$ cat src/rtl/mem_arb_pkg.sv
// Shared types and default widths for the CPU/DMA memory arbiter.
// The ROM map constant also drives the optional MEM_ARB_ROM_WP_EN guard.
package mem_arb_pkg;

  localparam int ADDR_W_DEF = 16;
  localparam int DATA_W_DEF = 8;
  localparam logic [15:0] ROM_BASE_DEF = 16'hF000;

  typedef enum logic [1:0] {
    IDLE,
    CPU,
    DMA
  } grant_t;

  typedef struct packed {
    logic                  we;
    logic [ADDR_W_DEF-1:0] addr;
    logic [DATA_W_DEF-1:0] wdata;
  } req_t;

endpackage

$ cat src/rtl/mem_arb_wait_ctr.sv
// Saturating starvation counter for a pending DMA request.
// at_max tells the arbiter the DMA port must win this edge.
module mem_arb_wait_ctr #(
  parameter int MAX_WAIT = 4
) (
  input  logic clk,
  input  logic rst_n,
  input  logic inc,
  input  logic clr,
  output logic at_max
);

  logic [7:0] cnt;

  assign at_max = (cnt >= 8'(MAX_WAIT));

  always_ff @(posedge clk or negedge rst_n) begin
    if (!rst_n) begin
      cnt <= '0;
    end else if (clr) begin
      cnt <= '0;
    end else if (inc && !at_max) begin
      cnt <= cnt + 8'd1;
    end
  end

endmodule

$ cat src/rtl/mem_arbiter.sv
// Single-port memory arbiter: CPU priority, DMA anti-starvation.
// Define MEM_ARB_ROM_WP_EN to suppress writes at or above ROM_BASE.
module mem_arbiter
  import mem_arb_pkg::*;
#(
  parameter int ADDR_W = ADDR_W_DEF,
  parameter int DATA_W = DATA_W_DEF,
  parameter int MAX_WAIT = 4,
  parameter logic [ADDR_W-1:0] ROM_BASE = ADDR_W'(ROM_BASE_DEF)
) (
  input  logic              ph2,
  input  logic              reset_b,
  input  logic              cpu_req,
  input  logic              cpu_we,
  input  logic [ADDR_W-1:0] cpu_addr,
  input  logic [DATA_W-1:0] cpu_wdata,
  output logic              cpu_gnt,
  output logic              cpu_rvalid,
  output logic [DATA_W-1:0] cpu_rdata,
  input  logic              dma_req,
  input  logic              dma_we,
  input  logic [ADDR_W-1:0] dma_addr,
  input  logic [DATA_W-1:0] dma_wdata,
  output logic              dma_gnt,
  output logic              dma_rvalid,
  output logic [DATA_W-1:0] dma_rdata,
  output logic              mem_en,
  output logic              mem_we,
  output logic [ADDR_W-1:0] mem_addr,
  output logic [DATA_W-1:0] mem_wdata,
  input  logic [DATA_W-1:0] mem_rdata,
  output logic              wp_err
);

  typedef struct packed {
    logic              we;
    logic [ADDR_W-1:0] addr;
    logic [DATA_W-1:0] wdata;
  } port_req_t;

  grant_t      state_q;
  grant_t      state_d;
  port_req_t   cpu_r;
  port_req_t   dma_r;
  port_req_t   sel;
  logic        at_max;
  logic        cpu_win;
  logic        dma_win;
  logic        blk;
  logic        req_we_q;
  logic        cpu_rv_q;
  logic        dma_rv_q;
  logic [DATA_W-1:0] cpu_rd_q;
  logic [DATA_W-1:0] dma_rd_q;

  assign cpu_r = {cpu_we, cpu_addr, cpu_wdata};
  assign dma_r = {dma_we, dma_addr, dma_wdata};

  assign cpu_win = cpu_req && (!dma_req || !at_max);
  assign dma_win = dma_req && !cpu_win;

  mem_arb_wait_ctr #(
    .MAX_WAIT(MAX_WAIT)
  ) u_wait (
    .clk   (ph2),
    .rst_n (reset_b),
    .inc   (dma_req && cpu_win),
    .clr   (dma_win || !dma_req),
    .at_max(at_max)
  );

  always_ff @(posedge ph2 or negedge reset_b) begin
    if (!reset_b) begin
      state_q <= IDLE;
    end else begin
      state_q <= state_d;
    end
  end

  always_comb begin
    state_d = IDLE;
    unique case (1'b1)
      cpu_win: state_d = CPU;
      dma_win: state_d = DMA;
      default: state_d = IDLE;
    endcase
  end

  always_comb begin
    sel = cpu_r;
    blk = 1'b0;
    if (state_d == DMA) sel = dma_r;
`ifdef MEM_ARB_ROM_WP_EN
    blk = (state_d != IDLE) && sel.we
          && (sel.addr >= ROM_BASE);
`endif
  end

  assign cpu_gnt = (state_q == CPU);
  assign dma_gnt = (state_q == DMA);
  assign mem_en  = (state_q != IDLE);

  always_ff @(posedge ph2 or negedge reset_b) begin
    if (!reset_b) begin
      mem_we    <= 1'b0;
      mem_addr  <= '0;
      mem_wdata <= '0;
      wp_err    <= 1'b0;
      req_we_q  <= 1'b0;
    end else begin
      mem_we   <= (state_d != IDLE) && sel.we && !blk;
      wp_err   <= blk;
      req_we_q <= sel.we;
      if (state_d != IDLE) begin
        mem_addr  <= sel.addr;
        mem_wdata <= sel.wdata;
      end
    end
  end

  // rvalid covers the cycle mem_rdata is live; the hold
  // register keeps that value once rvalid drops.
  always_ff @(posedge ph2 or negedge reset_b) begin
    if (!reset_b) begin
      cpu_rv_q <= 1'b0;
      dma_rv_q <= 1'b0;
      cpu_rd_q <= '0;
      dma_rd_q <= '0;
    end else begin
      cpu_rv_q <= (state_q == CPU) && !req_we_q;
      dma_rv_q <= (state_q == DMA) && !req_we_q;
      if (cpu_rv_q) cpu_rd_q <= mem_rdata;
      if (dma_rv_q) dma_rd_q <= mem_rdata;
    end
  end

  assign cpu_rvalid = cpu_rv_q;
  assign dma_rvalid = dma_rv_q;
  assign cpu_rdata  = cpu_rv_q ? mem_rdata : cpu_rd_q;
  assign dma_rdata  = dma_rv_q ? mem_rdata : dma_rd_q;

endmodule

$ cat config.mk
export PLATFORM = sky130hd
export DESIGN_NAME = mem_arbiter
export DESIGN_NICKNAME = d
export VERILOG_FILES = /design/src/rtl/mem_arb_pkg.sv /design/src/rtl/mem_arb_wait_ctr.sv /design/src/rtl/mem_arbiter.sv
export SDC_FILE = /design/constraint.sdc
export NUM_CORES = 1
export LEC_CHECK = 0
export ABC_AREA = 1
export BUFFER_PORTS_ARGS = -buffer_cell sky130_fd_sc_hd__buf_4
export CORE_ASPECT_RATIO = 1.2
export CORE_UTILIZATION = 30
export CTS_CLUSTER_DIAMETER = 40
export DETAILED_ROUTE_END_ITERATION = 6
export PLACE_DENSITY_LB_ADDON = 0.15
export SLEW_MARGIN = 20
export SYNTH_ARGS = -nofsm -noshare
export SYNTH_HDL_FRONTEND = slang
export SYNTH_SLANG_ARGS = --single-unit
$ cat constraint.sdc
create_clock -name ph2 -period 1.3 [get_ports ph2]
set_input_delay 0.26 -clock ph2 [delete_from_list [all_inputs] [get_ports ph2]]
set_output_delay 0.26 -clock ph2 [all_outputs]
set_load 0.01 [all_outputs]
==> flow_summary.ini <==
[floorplan]
die_area_um2 = 8190
core_um2 = 7620
start_util = 0.308
rows = 35
die_height_um = 98.9
fp.dieW_um = 82.8
boundaryPins = 109

[timing]
finClkSkew_ns = 0.00858
finalWorstSetupSlack_ns = -0.279
fin_crit_sh = 1.21
drv_slew = 0
setup_tns_ns = -4.30
min_period_ns = 1.58
hold_viol = 0
setup_violations = 18
max_freq_mhz = 633
rsz0062_at_grt = true

[synthesis]
yosysWarnings = 0
synth_cell_types = 19
synth_area_um2 = 2350
synth_commonest_cells = 59 x nand2_1, 54 x dfrtp_1, 20 x nand3_2
dominantRegCellSynth = dfrtp_1
post-synth-top-area-cell = dfrtp_1
synth_top_area_frac = 0.575
ys_ff_latch = 54
synth_edf_count = 0
synth-seq-area-share = 0.575
async_flop_share = 1.00
synth_cells = 220
postSynthAreaPerCell_um2 = 10.7
netlist_top_cells_area = dfrtp_1 58%, nand2_1 9.4%, nand3_2 8.5%, mux2_2 7.7%, nand2_2 5.1%
synth_most_common_cell = nand2_1

[global_route]
grt_max_degree = 26
grt_pass1_vias = 1815
grt_antenna_before_repair = 0
overflow = 0
grt_pass1_wl_um = 8530
grt_use_total = 0.141

[final_layout]
seq_area_um2 = 1350
area_growth_syn_to_layout_pct = 56.6
fill_cells = 733
drive_gt1_frac = 0.597
diodes = 0
finalNonFillerCells = 439
multiInputGateArea_um2 = 942
nets = 410

[hold_path]
min_path_type = in2reg

[power_and_ir_drop]
p_per_area_nw_per_um2 = 1210
ir_drop_v = 0.000624
leakagePower_nw = 1.90

[worst_setup_path]
crit_arrival_ns = 1.32
cp-end-kind = output pin
worstPathRequired_ns = 1.04
critPathKind = reg2out
critPathMaxFanout = 9
worstSetupStartpointType = flip-flop

[job]
cap_violations = 0

[cts]
cts_buffer_depth = 2
cts_made_buffers = 5
clk_latency_ns = 0.30
cts_tree = done
h-tree-depth = 2
clockRootBuffer = clkbuf_8
numClockSinks = 54
path_clk_slew_ns = 0.10

[route]
ant_nets = 0
avgViaCountPerCell = 4.33
drt_pre_antenna_iters = 4
post_drt_wl_per_cell_um = 13.1
totalWireLength_um = 5730
drc = 0
vias = 1899
dr.first_iter.drc_count = 96

[place]
place_inst = 424
gp_congestion = 0.707
portBuffers = 107
dp_hpwl_um = 4130

[status]
status = complete, but fails checks
violations = negative setup slack
==> placed cells by master (no fill, tap or decap), types with 6 or more instances in the layout <==
master / n
nand2_1: 50
nand2_2: 26
conb_1: 6
nor2_1: 10
inv_1: 10
buf_12: 6
mux2_2: 13
nand3_2: 21
dfrtp_1: 54
buf_4: 111
clkbuf_8: 6
==> registers in the layout (all words and copies together) (netlist names) <==
register	count
mem_addr	16
cpu_rd_q	8
dma_rd_q	8
mem_wdata	8
u_wait.cnt	8
state_q	2
cpu_rvalid	1
dma_rvalid	1
mem_we	1
req_we_q	1
==> final timing paths <==
check,startpoint,end,slack [ns],cells after the start
worst max-delay path,cpu_rvalid,cpu_rdata[6],-0.28,3
min in group asynchronous,reset_b,mem_we,0.38,2
worst min register to register,req_we_q,dma_rvalid,0.46,1
worst max register to register,u_wait.cnt[2],mem_addr[11],-0.01,7
max in group asynchronous,reset_b,mem_addr[9],0.47,3
worst min-delay path,dma_addr[1],mem_addr[1],0.15,3
==> per-layer routing <==
| metal | vias to the layer above | wire length (um) | GRT usage |
|---|---|---|---|
| li1 | 931 | - | - |
| met3 | 6 | 324 | 0.0333 |
| met4 | 0 | 82 | 0.0477 |
| met2 | 63 | 2960 | 0.243 |
| met5 | - | 0 | 0 |
| met1 | 899 | 2360 | 0.168 |
==> power by group <==
| group | switching (mW) | internal, mW | leakage, nW | total (mW) |
|---|---|---|---|---|
| Sequential | 0.0821 | 1.89 | 0.655 | 1.98 |
| Clock | 0.546 | 0.821 | 0.0714 | 1.37 |
| Combinational | 0.493 | 0.632 | 1.18 | 1.13 |
| Total | 1.12 | 3.35 | 1.90 | 4.47 |
==> cell type report <==
class	instances	share of cell area
flip-flops and latches	54	0.367
clock buffers	6	0.0224
repair inverters	1	0.00442
well taps	92	0.0313
multi-input cells	146	0.256
repair buffers	123	0.282
inverters	15	0.0201
clock inverters	2	0.0163
==> cell families (layout without fill, tap and decap cells) <==
kind of cell / Yosys count / count (layout) / share of synthesized area
multiplexers: 16 / 16 / 0.0767
AND/OR/NAND/NOR: 121 / 121 / 0.273
adder cells (fa/ha/maj): 2 / 2 / 0.0107
buffers and inverters: 25 / 147 / 0.0554
other: 1 / 6 / 0.00160
flip-flops: 54 / 54 / 0.575
AO/OA/AOI/OAI: 1 / 1 / 0.00693
==> worst max-delay path: stages, from the launching register on <==
cell	delay, ns
dfrtp_1	0.38
buf_12	0.14
mux2_2	0.34
buf_4	0.15
==> metrics by stage <==
| step | util | instance area, um2 | setup WS (ns) | total power, mW | hold WS, ns |
|---|---|---|---|---|---|
| after detailed placement | 0.440 | 3350 | 0.0146 | 3.07 | 0.181 |
| after global routing | 0.483 | 3680 | -0.334 | 4.72 | 0.129 |
| after CTS | 0.462 | 3520 | -0.301 | 4.46 | 0.141 |
| after floorplan | - | 2370 | 0.0954 | 2.45 | -0.0356 |
| final | 0.483 | 3680 | -0.279 | 4.47 | 0.149 |
| after global placement | 0.440 | 3350 | 0.0422 | 3.05 | 0.183 |
==> repair_timing <==
item	CTS	global route
cloned	0	2
gates resized for setup	3	31
setup buffers	0	4
hold endpoints to repair	19	0
setup endpoints to repair	19	43
pin swaps	0	5
hold buffers	1	0
(Power assumes the default switching activity.)
